**config.mk**
```make
export PLATFORM = sky130hd
export DESIGN_NAME = if_prefetch_queue
export DESIGN_NICKNAME = d
export VERILOG_FILES = /design/src/rtl/ifq_pkg.sv /design/src/rtl/ifq_fifo.sv /design/src/rtl/if_prefetch_queue.sv
export SDC_FILE = /design/constraint.sdc
export NUM_CORES = 1
export LEC_CHECK = 0
export CAP_MARGIN = 20
export CELL_PAD_IN_SITES_DETAIL_PLACEMENT = 0
export CELL_PAD_IN_SITES_GLOBAL_PLACEMENT = 2
export CORE_AREA = 2 2 191 193
export DETAILED_ROUTE_END_ITERATION = 10
export DIE_AREA = 0 0 193 195
export PLACE_DENSITY = 0.87
export SLEW_MARGIN = 15
export SYNTH_ARGS = -nofsm -noshare
export SYNTH_HDL_FRONTEND = slang
export SYNTH_SLANG_ARGS = --single-unit
```
**constraint.sdc**
```tcl
create_clock -name clk -period 6.9 [get_ports clk]
set_input_delay 0.69 -clock clk [delete_from_list [all_inputs] [get_ports clk]]
set_output_delay 0.69 -clock clk [all_outputs]
set_load 0.005 [all_outputs]
```
**src/rtl/ifq_pkg.sv**
```systemverilog
`default_nettype none
// ============================================================================
// Module   : ifq_pkg
// Brief    : Shared types and helpers for the instruction prefetch queue.
// Revision : 1.0
// ============================================================================
package ifq_pkg;

    localparam int INSTR_BYTES = 4;

    typedef enum logic [1:0] {
        FETCH = 2'd0,
        HOLD  = 2'd1,
        DRAIN = 2'd2
    } ifq_state_t;

    typedef struct packed {
        logic [31:0] pc;
        logic [31:0] instr;
    } ifq_entry_t;

    // Sequential successor address; wraps naturally at 2^32.
    function automatic logic [31:0] pc_next(input logic [31:0] pc);
        return pc + 32'(INSTR_BYTES);
    endfunction

endpackage
`default_nettype wire

```
**src/rtl/ifq_fifo.sv**
```systemverilog
`default_nettype none
// ============================================================================
// Module   : ifq_fifo
// Brief    : Small {pc, instr} FIFO with flush; wrap-bit pointers.
// Revision : 1.0
// ============================================================================
module ifq_fifo
    import ifq_pkg::*;
#(
    parameter int DEPTH = 4
) (
    input  logic                     clk,
    input  logic                     rst,
    input  logic                     push,
    input  ifq_entry_t               push_data,
    input  logic                     pop,
    input  logic                     flush,
    output ifq_entry_t               head,
    output logic [$clog2(DEPTH):0]   occupancy,
    output logic                     full,
    output logic                     empty
);

    localparam int AW = $clog2(DEPTH);

    ifq_entry_t  r_mem [DEPTH];
    logic [AW:0] r_wr_ptr;
    logic [AW:0] r_rd_ptr;
    logic        w_do_push;
    logic        w_do_pop;

    // A push into a full queue is legal only when the head leaves the same cycle.
    assign w_do_push = push && (!full || pop);
    assign w_do_pop  = pop && !empty;

    always_ff @(posedge clk) begin
        if (rst || flush) begin
            r_wr_ptr <= '0;
            r_rd_ptr <= '0;
        end else begin
            if (w_do_push) begin
                r_wr_ptr <= r_wr_ptr + 1'b1;
            end
            if (w_do_pop) begin
                r_rd_ptr <= r_rd_ptr + 1'b1;
            end
        end
    end

    always_ff @(posedge clk) begin
        if (w_do_push && !flush) begin
            r_mem[r_wr_ptr[AW-1:0]] <= push_data;
        end
    end

    assign head      = r_mem[r_rd_ptr[AW-1:0]];
    assign occupancy = r_wr_ptr - r_rd_ptr;
    assign empty     = (r_wr_ptr == r_rd_ptr);
    assign full      = (r_wr_ptr[AW] != r_rd_ptr[AW]) &&
                       (r_wr_ptr[AW-1:0] == r_rd_ptr[AW-1:0]);

endmodule
`default_nettype wire

```
**src/rtl/if_prefetch_queue.sv**
```systemverilog
`default_nettype none
// ============================================================================
// Module   : if_prefetch_queue
// Brief    : Sequential instruction prefetch with redirect flush/drain.
//            Optional macro IFQ_BYPASS_EN: empty-queue response bypass.
// Revision : 1.0
// ============================================================================
module if_prefetch_queue
    import ifq_pkg::*;
#(
    parameter int          DEPTH    = 4,
    parameter logic [31:0] RESET_PC = 32'h0000_0000
) (
    input  logic        clk,
    input  logic        rst,
    output logic        imem_req,
    output logic [31:0] imem_addr,
    input  logic        imem_ack,
    input  logic [31:0] imem_rdata,
    input  logic        redirect,
    input  logic [31:0] redirect_pc,
    output logic        id_valid,
    input  logic        id_ready,
    output logic [31:0] id_instr,
    output logic [31:0] id_pc,
    output logic [31:0] id_pc4
);

    localparam int            AW           = $clog2(DEPTH);
    localparam logic [AW+1:0] c_depth      = (AW + 2)'(DEPTH);
    localparam logic [31:0]   c_align_mask = 32'hFFFF_FFFC;

    ifq_state_t    r_state;
    logic [31:0]   r_fetch_pc;
    logic [31:0]   r_drain_addr;

    ifq_entry_t    w_head;
    ifq_entry_t    w_push_data;
    logic [AW:0]   w_occ;
    logic [AW+1:0] w_occ_next;
    logic          w_full;
    logic          w_empty;
    logic          w_fetch_ack;
    logic          w_bypass;
    logic          w_push;
    logic          w_pop;
    logic          w_space_next;
    logic [31:0]   w_redirect_pc;
    logic [31:0]   w_id_pc;
    logic [31:0]   w_id_instr;

    assign w_redirect_pc = redirect_pc & c_align_mask;
    assign w_fetch_ack   = imem_ack && (r_state == FETCH) && !redirect;

`ifdef IFQ_BYPASS_EN
    assign w_bypass = w_fetch_ack && w_empty;
`else
    assign w_bypass = 1'b0;
`endif

    // A bypassed response consumed downstream never enters the queue.
    assign w_push       = w_fetch_ack && !(w_bypass && id_ready) && (!w_full || w_pop);
    assign w_pop        = !redirect && !w_empty && id_ready;
    assign w_occ_next   = (AW + 2)'(w_occ) + (AW + 2)'(w_push) - (AW + 2)'(w_pop);
    assign w_space_next = (w_occ_next < c_depth);

    assign w_push_data.pc    = r_fetch_pc;
    assign w_push_data.instr = imem_rdata;

    ifq_fifo #(
        .DEPTH (DEPTH)
    ) u_fifo (
        .clk       (clk),
        .rst       (rst),
        .push      (w_push),
        .push_data (w_push_data),
        .pop       (w_pop),
        .flush     (redirect),
        .head      (w_head),
        .occupancy (w_occ),
        .full      (w_full),
        .empty     (w_empty)
    );

    always_ff @(posedge clk) begin
        if (rst) begin
            r_state      <= FETCH;
            r_fetch_pc   <= RESET_PC;
            r_drain_addr <= RESET_PC;
        end else begin
            case (r_state)
                FETCH: begin
                    if (redirect) begin
                        r_fetch_pc <= w_redirect_pc;
                        // Without an ack the old request is still in flight and must be drained.
                        if (!imem_ack) begin
                            r_drain_addr <= r_fetch_pc;
                            r_state      <= DRAIN;
                        end
                    end else if (imem_ack) begin
                        r_fetch_pc <= pc_next(r_fetch_pc);
                        r_state    <= w_space_next ? FETCH : HOLD;
                    end
                end
                HOLD: begin
                    if (redirect) begin
                        r_fetch_pc <= w_redirect_pc;
                        r_state    <= FETCH;
                    end else if (w_space_next) begin
                        r_state <= FETCH;
                    end
                end
                DRAIN: begin
                    if (redirect) begin
                        r_fetch_pc <= w_redirect_pc;
                    end
                    if (imem_ack) begin
                        r_state <= FETCH;
                    end
                end
                default: begin
                    r_state <= FETCH;
                end
            endcase
        end
    end

    assign imem_req  = !rst && (r_state != HOLD);
    assign imem_addr = (r_state == DRAIN) ? r_drain_addr : r_fetch_pc;

    always_comb begin
        w_id_pc    = '0;
        w_id_instr = '0;
        if (w_bypass) begin
            w_id_pc    = r_fetch_pc;
            w_id_instr = imem_rdata;
        end else if (!w_empty) begin
            w_id_pc    = w_head.pc;
            w_id_instr = w_head.instr;
        end
    end

    assign id_valid = !redirect && (!w_empty || w_bypass);
    assign id_pc    = w_id_pc;
    assign id_instr = w_id_instr;
    assign id_pc4   = pc_next(w_id_pc);

endmodule
`default_nettype wire

```
==> results by group, run 1 <==
Outcome
  – Outcome: completed

Drt
  – DRT iter0 DRCs: approximately 670
  – Routed WL: about 34000 microns
  – Final antenna-violating net count: 0
  – # DRC: 0
  – Drt pass-1 iters: 5
  – Vias/cell: around 5.3
  – DR vias: between 8000 and 9000
  – WL per Instance: between 20 and 25 microns

Floorplan
  – I/O pins: approximately 200
  – Row cnt: 69
  – Die Area: 0.03764 sq mm
  – Die extent in y: roughly 200 microns
  – Initial core utilization: between 30% and 40%
  – Core Region: between 0.03 and 0.04 sq mm
  – DIE WIDTH: about 190 microns

Critical path
  – RR Endpoint: r_state[0]
  – Worst Path Required: 6210 ps
  – Critical path startpoint category: flip-flop
  – WP data arrival: 4190 ps
  – Crit path kind: flip-flop to output port
  – CP Max Fanout: 45
  – Flop2flop setup slack: approximately 2900 ps
  – R2R depth: 13
  – CP Capture Type: output port
  – Worst R2R Start: u_fifo.r_wr_ptr[0]

Min path
  – Hold path depth: 2
  – Min-Delay Path Class: flip-flop to flip-flop
  – Hold endpoint: r_drain_addr[16]
  – Worst hold path startpoint: r_drain_addr[16]

Clocking
  – Clk_lat worst skew: between 500 and 600 ps
  – CTS-repair resized insts: 0
  – Clock buffer depth: 3
  – Setup Buffers After CTS: 0
  – Root Driver: clkbuf_16
  – TritonCTS buffer count: 35
  – TritonCTS Sinks: ~320
  – CTS clk-pin slew, worst paths: ~60 ps
  – Hold_buf cts: 0
  – H-tree Lvls: 2
  – CTS tree: built

Layout
  – Area Overhead vs Synth: 24.48%
  – Fraction of layout cells with a size suffix above 1: between 10% and 20%
  – Fin nets: 1278
  – Filler cells: roughly 3100
  – Final antenna diode count: 0

Timing
  – Slew margin rel.: between 20 and 30%
  – Count of final hold-check violations: 0
  – Final setup viols: 0
  – Setup TNS Final: 0 ps
  – Max Slew Vio Count: 0
  – RSZ-0062 raised after global routing: no
  – FMAX: between 200 and 250 MHz
  – Fin Clk Skew: 18.11 ps
  – Final hold slack: ~450 ps
  – Fin crit share: a little over two thirds
  – Worst Tran Pin Value: approximately 1100 ps
  – Min cycle time layout: slightly below 5000 ps

Synthesis
  – Commonest cells in the netlist: 248 x edfxtp_1, 109 x nand2_1, 70 x dfxtp_1, 66 x a21oi_1
  – Register bit total from synthesis: 318
  – Mean cell area of the mapped netlist: approximately 14 sq um
  – Post-synthesis sequential area ratio: ~63%
  – Top FF cell, synth: edfxtp_1
  – Post-synth top area cell: edfxtp_1
  – Area fraction of the dominant cell type after synthesis: around 53%
  – Mapped Area: between 0.01 and 0.015 sq mm
  – EDFF count, synth: 248
  – Synth top area cells: edfxtp_1 53%, dfxtp_1 10%, mux4_2 8.0%
  – Post-Synthesis Cells: around 1000
  – Most frequent cell after synthesis: edfxtp_1
  – Synth cell types: 62
  – Post-synth ARST share: 0%
  – YS warnings: 0

GRT
  – Vias in the first global route: 8830
  – First-pass GRT wire length: slightly above 50000 microns
  – All-Layer GR Usage: roughly 18%
  – Initial antenna violation count: 0
  – Grt total ovfl: 0
  – Largest net degree at the start of global routing: 66

Placed design
  – DP HPWL: between 20000 and 25000 microns
  – Final RePlAce weighted congestion: between 0.7 and 0.8
  – Input/output buffers: 190

Power and ir drop
  – Pwr Density: between 200 and 300 mW/mm^2
  – LEAKAGE: ~0.006 uW
  – Worst IR Drop VDD: 0.1470 mV

Run
  – Max Cap Violations: 0
-- cell families after synthesis --
kind of cell	after synthesis	synth area share, %
xor+xnor	34	2.227
compound gates	158	6.797
flops	318	63.00
fa+ha+maj	15	1.390
mux	90	12.50
buf+inv	88	2.859
other cells	1	0.02670
simple gates	311	11.21
-- where the power goes --
group / switching, uW / leakage, uW / total (uW) / internal, uW
logic: 198 / 0.00245 / 404 / 206
registers: 76.6 / 0.00286 / 2210 / 2140
clock network: 736 / 0.000556 / 1850 / 1110
-- routing by layer --
| metal | vias to the layer above | wire length, microns | global-route usage (%) |
|---|---|---|---|
| li1 | 4161 | - | - |
| met1 | 4411 | 15690 | 26.38 |
| met2 | 302 | 15440 | 27.63 |
| met3 | 46 | 2523 | 3.666 |
| met4 | 0 | 522 | 3.984 |
| met5 | - | 0 | 0 |
-- critical path: stages, from the launching register on --
cell	delay, ps
dfxtp_2	650
buf_4	640
mux4_1	320
o21a_1	260
ha_1	280
nand3_1	230
nor2_1	420
nand4_1	170
xnor2_1	160
clkdlybuf4s50_1	520
-- area by class of cell --
type	instances	area, sq um	share of cell area, %
flip-flops and latches	318	8853	50.64
multi-input cells	614	4822	27.58
repair buffers	205	2009	11.49
clock buffers	39	922.1	5.274
well taps	461	576.8	3.299
clock inverters	20	225.2	1.288
inverters	20	75.07	0.4294
-- registers in the layout, summed over array words and instances, names as in the netlist, named ones only --
| signal | count |
|---|---|
| u_fifo.r_mem | 248 |
| r_drain_addr | 30 |
| r_fetch_pc | 30 |
| u_fifo.r_rd_ptr | 3 |
| u_fifo.r_wr_ptr | 3 |
| r_state | 2 |
-- worst max-delay path by stage --
stage	from	to	slack, ps
5_1_grt	flip-flop	id_pc4[20]	1730
6_report	flip-flop	id_pc4[20]	2020
3_3_place_gp	flip-flop	id_pc4[20]	2530
2_1_floorplan	u_fifo.r_wr_ptr[0]	u_fifo.r_mem[3][0]	3370
4_1_cts	flip-flop	id_pc4[20]	1950
3_5_place_dp	flip-flop	id_pc4[20]	2510
-- cell usage in the layout (no fill, tap or decap), types with 4 or more instances in the layout --
cell,Yosys,final
a21oi_1,66,66
o21ai_0,30,30
nor3_1,9,9
edfxtp_1,248,248
a21o_1,6,6
buf_4,7,15
dfxtp_1,70,68
clkdlybuf4s50_1,0,189
nor2_1,60,59
nand2_1,109,109
o22ai_1,9,9
inv_1,20,20
or2_2,4,4
xnor2_1,18,18
and4_1,4,4
nand4_1,7,7
bufinv_16,0,4
o31ai_1,4,4
conb_1,1,6
clkinv_1,0,4
and2_1,60,56
nand3_1,28,28
ha_1,14,14
a211oi_1,15,15
mux2_2,27,27
xor2_1,15,15
mux4_1,12,12
clkbuf_16,0,36
o21a_1,4,4
mux4_2,50,50
and3_1,9,9
clkinv_2,0,5
a22oi_1,4,4
and2_2,0,4
-- per-stage QoR --
stage	instances	worst slack [ps]	instance area (sq um)	power (uW)	util, %
2_1_floorplan	1020	3371	14060	2441	-
3_3_place_gp	1618	2527	16340	2652	46.15
3_5_place_dp	1618	2512	16340	2661	46.15
4_1_cts	1677	1949	17480	4518	49.40
5_1_grt	1677	1735	17480	4627	49.40
6_report	1677	2019	17480	4469	49.40
Power figures use the tool's default switching activity.
==> run 2, diff against run 1 <==
--- a/config.mk
+++ b/config.mk
@@ -8,10 +8,10 @@
 export CAP_MARGIN = 20
 export CELL_PAD_IN_SITES_DETAIL_PLACEMENT = 0
 export CELL_PAD_IN_SITES_GLOBAL_PLACEMENT = 2
-export CORE_AREA = 2 2 191 193
+export CORE_AREA = 2 2 207 209
 export DETAILED_ROUTE_END_ITERATION = 10
-export DIE_AREA = 0 0 193 195
-export PLACE_DENSITY = 0.87
+export DIE_AREA = 0 0 209 211
+export PLACE_DENSITY = 0.8
 export SLEW_MARGIN = 15
 export SYNTH_ARGS = -nofsm -noshare
 export SYNTH_HDL_FRONTEND = slang
==> constraint.sdc (replaced) <==
create_clock -name clk -period 4 [get_ports clk]
set_input_delay 0.4 -clock clk [delete_from_list [all_inputs] [get_ports clk]]
set_output_delay 0.4 -clock clk [all_outputs]
set_load 0.005 [all_outputs]
==> run 2 against run 1 <==
Effect of this change:
- wire length is 4.0% higher
- largest cell class unchanged
- sequential power grew 73%
- register-to-register slack got worse by 2300 ps
==> results by group, run 2 (synthesis results as in run 1) <==
Clocking
  – Clock buffer depth: 3 (unchanged)
  – Hold_buf cts: 0 (unchanged)
  – H-tree Lvls: 2 (unchanged)
  – TritonCTS buffer count: 37 (was 35)
  – Setup Buffers After CTS: 0 (unchanged)
  – CTS clk-pin slew, worst paths: 60 ps (about the same)
  – CTS-repair resized insts: 0 (unchanged)
  – Root Driver: clkbuf_16 (unchanged)
  – Clk_lat worst skew: 520 ps (about the same)
  – TritonCTS Sinks: 318 (unchanged)
  – CTS tree: built (unchanged)

Layout
  – Seq. cell area: 0.008853 sq mm (unchanged)
  – Area Overhead vs Synth: 27.27% (was 24.48%)
  – Fin nets: 1300 (was 1278)
  – Most frequent cells in the layout: 248 x edfxtp_1, 189 x clkdlybuf4s50_1, 109 x nand2_1 (unchanged)
  – Filler cells: 3830 (was 3102)
  – Most common cell after layout, fill and taps aside: edfxtp_1 (unchanged)
  – Largest register FFs: 248 (unchanged)
  – Multi-input gate area: 0.004851 sq mm (was 0.004822 sq mm)
  – Fraction of layout cells with a size suffix above 1: 15.93% (was 13.90%)
  – Final antenna diode count: 0 (unchanged)

Drt
  – Vias/cell: 5.053 (was 5.319)
  – DR vias: 9004 (was 8920)
  – Drt pass-1 iters: 5 (unchanged)
  – Routed WL: 35530 microns (was 34180 microns)
  – DRT iter0 DRCs: 659 (was 674)
  – Final antenna-violating net count: 0 (unchanged)
  – # DRC: 0 (unchanged)
  – WL per Instance: 19.94 microns (was 20.38 microns)

Critical path
  – Critical path startpoint category: flip-flop (unchanged)
  – Worst Path Required: 3600 ps (was 6210 ps)
  – Worst path most repeated cell: ha_1
  – RR Endpoint: r_state[0] (unchanged)
  – WP data arrival: 3420 ps (was 4190 ps)
  – R2R depth: 13 (unchanged)
  – Levels on crit path: 11 (was 9)
  – CP Capture Type: output port (unchanged)
  – CP endpoint: id_pc4[30] (was id_pc4[20])
  – Max stage delay cell, worst path: clkdlybuf4s50_1 (was dfxtp_2)
  – CP cell instances: inv_1 -> ha_1 -> nand2_1 -> or2_2 -> and2_1 -> ha_1 -> and3_2 -> nand4_4 -> nor3_2 -> xor2_1 -> clkdlybuf4s50_1 (was buf_4 -> mux4_1 -> o21a_1 -> ha_1 -> nand3_1 -> nor2_1 -> nand4_1 -> xnor2_1 -> clkdlybuf4s50_1)
  – Flop2flop setup slack: 600 ps (was 2860 ps)
  – Largest stage delay, worst path: 510 ps (was 650 ps)
  – Worst R2R Start: u_fifo.r_wr_ptr[0] (unchanged)
  – Setup crit start: u_fifo.r_wr_ptr[0]
  – Crit path kind: flip-flop to output port (unchanged)
  – Buf/Inv on CP: 2 (unchanged)
  – CP delay by family, top: simple AND/OR/NAND/NOR gates (was buffers and inverters)
  – CP Max Fanout: 4 (was 45)

Min path
  – Min-Delay Path Class: flip-flop to flip-flop (unchanged)
  – Worst hold path startpoint: r_drain_addr[23] (was r_drain_addr[16])

Placed design
  – Input/output buffers: 190 (unchanged)
  – Final RePlAce weighted congestion: 0.7451 (was 0.7893)
  – Pre-CTS WS: 617.8 ps (was 2512 ps)
  – DP HPWL: 24500 microns (was 22520 microns)

Timing
  – Final setup viols: 0 (unchanged)
  – Worst Setup Slack, final: 181.9 ps (was 2019 ps)
  – RSZ-0062 raised after global routing: no (unchanged)
  – Final hold slack: 451.5 ps (was 450.5 ps)
  – Fin Clk Skew: 24.01 ps (was 18.11 ps)
  – Slew margin rel.: 47.46% (was 25.06%)
  – Fin crit share: a little over nine tenths
  – Setup TNS Final: 0 ps (unchanged)
  – Worst Tran Pin Value: 785.2 ps (was 1114 ps)
  – Count of final hold-check violations: 0 (unchanged)
  – Min cycle time layout: approximately 3800 ps
  – Max Slew Vio Count: 0 (unchanged)
  – FMAX: roughly 260 MHz

Floorplan
  – I/O pins: 199 (unchanged)
  – Die extent in y: 211 microns (was 195 microns)
  – Row cnt: 75 (was 69)
  – DIE WIDTH: 209 microns (was 193 microns)
  – Core Region: 0.04176 sq mm (was 0.03540 sq mm)
  – Die Area: 0.04410 sq mm (was 0.03764 sq mm)
  – Initial core utilization: 33.64% (was 39.68%)

Power and ir drop
  – Pwr Density: 435.3 mW/mm^2 (was 255.6 mW/mm^2)
  – Flop pwr share: 49.1% (was 49.5%)
  – LEAKAGE: 0.006024 uW (was 0.005869 uW)
  – Switching Share: 23.10% (was 22.62%)
  – Pint: 5984 uW (was 3458 uW)
  – Combinational fraction of design power: 9.3% (was 9.0%)
  – Worst IR Drop VDD: 0.2435 mV (was 0.1470 mV)
  – Total power: 7781 uW (was 4469 uW)
  – Clock power frac: 41.6% (was 41.4%)
  – Psw: 1797 uW (was 1011 uW)

Run
  – Max Cap Violations: 0 (unchanged)

GRT
  – Vias in the first global route: 8822 (was 8830)
  – Grt total ovfl: 0 (unchanged)
  – First-pass GRT wire length: 54360 microns (was 51860 microns)
  – All-Layer GR Usage: 16.08% (was 17.97%)
  – Largest net degree at the start of global routing: 65 (was 66)
  – Initial antenna violation count: 1 (was 0)

Outcome
  – Outcome: completed (unchanged)
## run 2: cell count changes in the layout (fill, tap and decap cells not counted), sizes merged
cell	before	now
buf	16	36
clkbuf	39	45
inv	22	24
bufinv	4	3
clkinv	11	12
clkinvlp	3	2
## run 2: power groups by stage
stage | registers (uW) | logic [uW] | clock network (uW)
after detailed placement | 3890 | 730 | 0
after global routing | 3830 | 795 | 3460
after CTS | 3820 | 734 | 3320
after floorplan | 3820 | 388 | 0
final | 3820 | 724 | 3240
after global placement | 3870 | 727 | 0
## run 2: routing by layer
layer  global-route usage [%]  vias to the layer above  share of wire, %
met3                    2.974                       42               6.0
met5                        0                        -             0.042
met1                    23.93                     4449                48
li1                         -                     4202                 -
met4                    3.744                        2               1.6
met2                    24.40                      309                44
## run 2: cell type report
type / count / share of cell area (%)
inverters: 20 / 0.4200
multi-input cells: 614 / 27.14
repair buffers: 225 / 12.59
flip-flops and latches: 318 / 49.53
clock buffers: 45 / 5.404
well taps: 539 / 3.773
clock inverters: 21 / 1.148
## run 2: worst min path at each step
stage                  endpoint  slack [ps]  cells after the start
2_1_floorplan  r_drain_addr[10]         430                      2
3_5_place_dp   r_drain_addr[23]         440                      2
3_3_place_gp    r_drain_addr[4]         440                      2
6_report       r_drain_addr[23]         450                      2
5_1_grt           r_fetch_pc[3]         450                      3
4_1_cts           r_fetch_pc[3]         440                      3
## run 2: metrics by stage
stage	instance area, sq um	instances	util [%]
2_1_floorplan	14060	1020	-
3_3_place_gp	16670	1716	39.93
3_5_place_dp	16670	1716	39.93
4_1_cts	17840	1782	42.73
5_1_grt	17880	1782	42.81
6_report	17880	1782	42.81
## run 2: tightest hold or removal path, delay by kind of cell, from the launching register on
family / cells / cell delay [ps]
AO/OA/AOI/OAI: 1 / 50
flip-flops: 1 / 300
AND/OR/NAND/NOR: 1 / 50
==> run 3, diff against run 2 <==
--- a/config.mk
+++ b/config.mk
@@ -8,11 +8,12 @@
 export CAP_MARGIN = 20
 export CELL_PAD_IN_SITES_DETAIL_PLACEMENT = 0
 export CELL_PAD_IN_SITES_GLOBAL_PLACEMENT = 2
-export CORE_AREA = 2 2 207 209
+export CORE_AREA = 2 2 196 198
 export DETAILED_ROUTE_END_ITERATION = 10
-export DIE_AREA = 0 0 209 211
-export PLACE_DENSITY = 0.8
+export DIE_AREA = 0 0 198 200
+export PLACE_DENSITY = 0.85
 export SLEW_MARGIN = 15
 export SYNTH_ARGS = -nofsm -noshare
 export SYNTH_HDL_FRONTEND = slang
+export SYNTH_HIERARCHICAL = 1
 export SYNTH_SLANG_ARGS = --single-unit
==> constraint.sdc (replaced) <==
create_clock -name clk -period 4.29 [get_ports clk]
set_input_delay 0.429 -clock clk [delete_from_list [all_inputs] [get_ports clk]]
set_output_delay 0.429 -clock clk [all_outputs]
set_load 0.005 [all_outputs]
==> run 3 against run 2 <==
Effect of this change:
- sequential share of layout area rose by 0.37 points
- via count rose by 2.5%
- design area rose by 2.0%
- combinational power down 21%
- global-route usage is 1.9 points higher
- cell count fell by 0.67%
- setup slack worse by 3.4 ps
- critical path type unchanged
- largest cell class unchanged
==> results by group, run 3 <==
Layout
  – Largest register FFs: 256 (was 248)
  – Design Area, Final: 0.01823 sq mm (was 0.01788 sq mm)
  – Fin nets: 1317 (was 1300)
  – Area Overhead vs Synth: 26.09% (was 27.27%)
  – Fraction of layout cells with a size suffix above 1: 16.76% (was 15.93%)
  – Fin cells: 1770 (was 1782)
  – Most frequent cells in the layout: 256 x edfxtp_1, 193 x clkdlybuf4s50_1, 102 x nand2_1 (was 248 x edfxtp_1, 189 x clkdlybuf4s50_1, 109 x nand2_1)
  – Most common cell after layout, fill and taps aside: edfxtp_1 (unchanged)
  – Final antenna diode count: 0 (unchanged)

Power and ir drop
  – LEAKAGE: 0.005948 uW (was 0.006024 uW)
  – Worst IR Drop VDD: 0.2140 mV (was 0.2435 mV)
  – Pwr Density: 392.1 mW/mm^2 (was 435.3 mW/mm^2)
  – Total power: 7148 uW (was 7781 uW)

Drt
  – DR vias: 9226 (was 9004)
  – # DRC: 0 (unchanged)
  – Routed WL: 35930 microns (was 35530 microns)
  – Drt pass-1 iters: 7 (was 5)
  – Final antenna-violating net count: 0 (unchanged)
  – WL per Instance: 20.30 microns (was 19.94 microns)
  – Vias/cell: 5.212 (was 5.053)
  – DRT iter0 DRCs: 613 (was 659)

Placed design
  – DP HPWL: 24080 microns (was 24500 microns)
  – Final RePlAce weighted congestion: 0.8097 (was 0.7451)
  – Input/output buffers: 194 (was 190)
  – DP Cell Count: 1703 (was 1716)
  – Cell area after placement: 0.01706 sq mm (was 0.01667 sq mm)

Synthesis
  – Synth top area cells: edfxtp_1 53%, mux4_2 10%, dfxtp_1 9.7% (was edfxtp_1 53%, dfxtp_1 10%, mux4_2 8.0%)
  – EDFF count, synth: 256 (was 248)
  – Synth cell types: 75 (was 62)
  – Post-synth top area cell: edfxtp_1 (unchanged)
  – Most frequent cell after synthesis: edfxtp_1 (unchanged)
  – Commonest cells in the netlist: 256 x edfxtp_1, 103 x nand2_1, 70 x dfxtp_1, 64 x mux4_2, 64 x nor2b_1 (was 248 x edfxtp_1, 109 x nand2_1, 70 x dfxtp_1, 66 x a21oi_1)
  – Top FF cell, synth: edfxtp_1 (unchanged)
  – Mean cell area of the mapped netlist: 14.10 sq um (was 13.84 sq um)
  – Mapped Area: 0.01446 sq mm (was 0.01405 sq mm)
  – YS warnings: 6 (was 0)
  – Post-synth ARST share: 0% (unchanged)
  – Register bit total from synthesis: 326 (was 318)
  – Area fraction of the dominant cell type after synthesis: 53.18% (was 53.02%)
  – Post-synthesis sequential area ratio: 62.87% (was 63.00%)
  – Post-Synthesis Cells: 1025 (was 1015)

Timing
  – Count of final hold-check violations: 0 (unchanged)
  – Slew margin rel.: 42.89% (was 47.46%)
  – Fin Clk Skew: 24.53 ps (was 24.01 ps)
  – Final setup viols: 0 (unchanged)
  – Min cycle time layout: slightly above 4000 ps
  – Fin crit share: 95.84%
  – Worst Tran Pin Value: 850.1 ps (was 785.2 ps)
  – Max Slew Vio Count: 0 (unchanged)
  – RSZ-0062 raised after global routing: no (unchanged)
  – FMAX: between 200 and 250 MHz

Run
  – Max Cap Violations: 0 (unchanged)

Floorplan
  – Die extent in y: 200 microns (was 211 microns)
  – DIE WIDTH: 198 microns (was 209 microns)
  – I/O pins: 199 (unchanged)
  – Initial core utilization: 38.65% (was 33.64%)
  – Core Region: 0.03740 sq mm (was 0.04176 sq mm)
  – Die Area: 0.03960 sq mm (was 0.04410 sq mm)
  – Row cnt: 71 (was 75)

GRT
  – M2 GR Usage: 28.83% (was 24.40%)
  – Vias in the first global route: 9055 (was 8822)
  – Grt total ovfl: 0 (unchanged)
  – M1 GR Usage: 25.68% (was 23.93%)
  – First-pass GRT wire length: 53880 microns (was 54360 microns)
  – M3 GR Usage: 3.293% (was 2.974%)
  – Largest net degree at the start of global routing: 65 (unchanged)
  – Initial antenna violation count: 0 (was 1)
  – Grt peak-use layer: met2 (unchanged)
  – All-Layer GR Usage: 17.94% (was 16.08%)

Clocking
  – Clock buffer depth: 3 (unchanged)
  – Hold_buf cts: 0 (unchanged)
  – TritonCTS buffer count: 36 (was 37)
  – Root Driver: clkbuf_16 (unchanged)
  – H-tree Lvls: 2 (unchanged)
  – CTS clk-pin slew, worst paths: 60 ps (about the same)
  – CTS tree: built (unchanged)
  – Clk_lat worst skew: 520 ps (about the same)
  – TritonCTS Sinks: 326 (was 318)

Critical path
  – Max stage delay cell, worst path: mux4_2 (was clkdlybuf4s50_1)
  – Crit path kind: flip-flop to output port (unchanged)
  – CP Capture Type: output port (unchanged)
  – Buf/Inv on CP: 2 (unchanged)
  – Worst Path Required: 3860 ps (was 3600 ps)
  – WP data arrival: 3680 ps (was 3420 ps)
  – CP cell instances: buf_4 -> mux4_2 -> and4b_1 -> and3_2 -> and4bb_4 -> nand3_1 -> mux2_2 -> clkdlybuf4s50_1 (was inv_1 -> ha_1 -> nand2_1 -> or2_2 -> and2_1 -> ha_1 -> and3_2 -> nand4_4 -> nor3_2 -> xor2_1 -> clkdlybuf4s50_1)
  – CP Max Fanout: 15 (was 4)
  – CP delay by family, top: multiplexers (was simple AND/OR/NAND/NOR gates)
  – Largest stage delay, worst path: 620 ps (was 510 ps)
  – Critical path startpoint category: flip-flop (unchanged)

Outcome
  – Outcome: completed (unchanged)

Min path
  – Min-Delay Path Class: primary input to flip-flop (was flip-flop to flip-flop)
run 3: cell types whose count changed after synthesis, moves of 12 or more:
cell      previous run  this run
a21oi_1             66        48
and2_1              60         3
nor3_1               9        21
mux4_2              50        64
nand4_1              7        20
nor2_1              60        42
mux4_1              12         0
nor2b_1              3        64
o21ai_0             30        17
clkbuf_1            43        29
run 3: repair_timing:
action | CTS | global route
gates resized for setup | 3 | 4
pin swaps | 2 | 2
setup endpoints to repair | 4 | 5
buffers inserted | 1 | 1
run 3: where the power goes:
group | total (uW) | leakage, uW | switching (uW) | internal [uW]
Clock | 2970 | 0.000561 | 1200 | 1760
Sequential | 3610 | 0.00291 | 115 | 3490
Combinational | 573 | 0.00248 | 281 | 291
Total | 7150 | 0.00595 | 1600 | 5550
run 3: logic make-up after synthesis:
logic type               Yosys count  share of synthesized area, %
flip-flops                       326                         62.87
AO/OA/AOI/OAI                    120                         5.470
AND/OR/NAND/NOR                  344                         12.64
buffers and inverters             85                         2.813
other                              1                       0.02594
adder cells (fa/ha/maj)           16                         1.437
XOR/XNOR                          30                         1.818
multiplexers                     103                         12.93
run 3: final timing paths:
| kind | from | endpoint | slack, ps | cells past startpoint |
|---|---|---|---|---|
| worst max-delay path | flip-flop | id_pc4[22] | 180 | 8 |
| worst min register to register | r_drain_addr[30] | r_drain_addr[30] | 450 | 2 |
| worst max register to register | u_fifo/r_wr_ptr[0] | r_state[0] | 950 | 16 |
| worst min-delay path | rst | r_fetch_pc[10] | 340 | 2 |
run 3: routing by layer:
metal,share of wire (%),vias to the layer above
met2,46,304
met5,0,-
li1,-,4307
met1,45,4580
met3,7.0,35
met4,1.3,0
run 3: per-stage QoR:
step / setup slack (ps) / utilization (%) / hold WS, ps / setup TNS (ps)
finish: 178.5 / 48.74 / 337.3 / 0
CTS: 7.473 / 48.70 / 323.5 / 0
global placement: 420.6 / 45.61 / 438.2 / 0
floorplan: -812.0 / - / 432.9 / -207880
detailed placement: 335.9 / 45.61 / 445.4 / 0
global route: 7.629 / 48.74 / 341.2 / 0
run 3: final cells by class:
type | count | area (sq um)
tap | 511 | 639.4
clock buffer | 50 | 1006
timing repair buffer | 224 | 2212
sequential | 326 | 9095
clock inverter | 15 | 135.1
inverter | 21 | 78.83
fill | 3269 | 19170
multi-input combinational | 623 | 5062
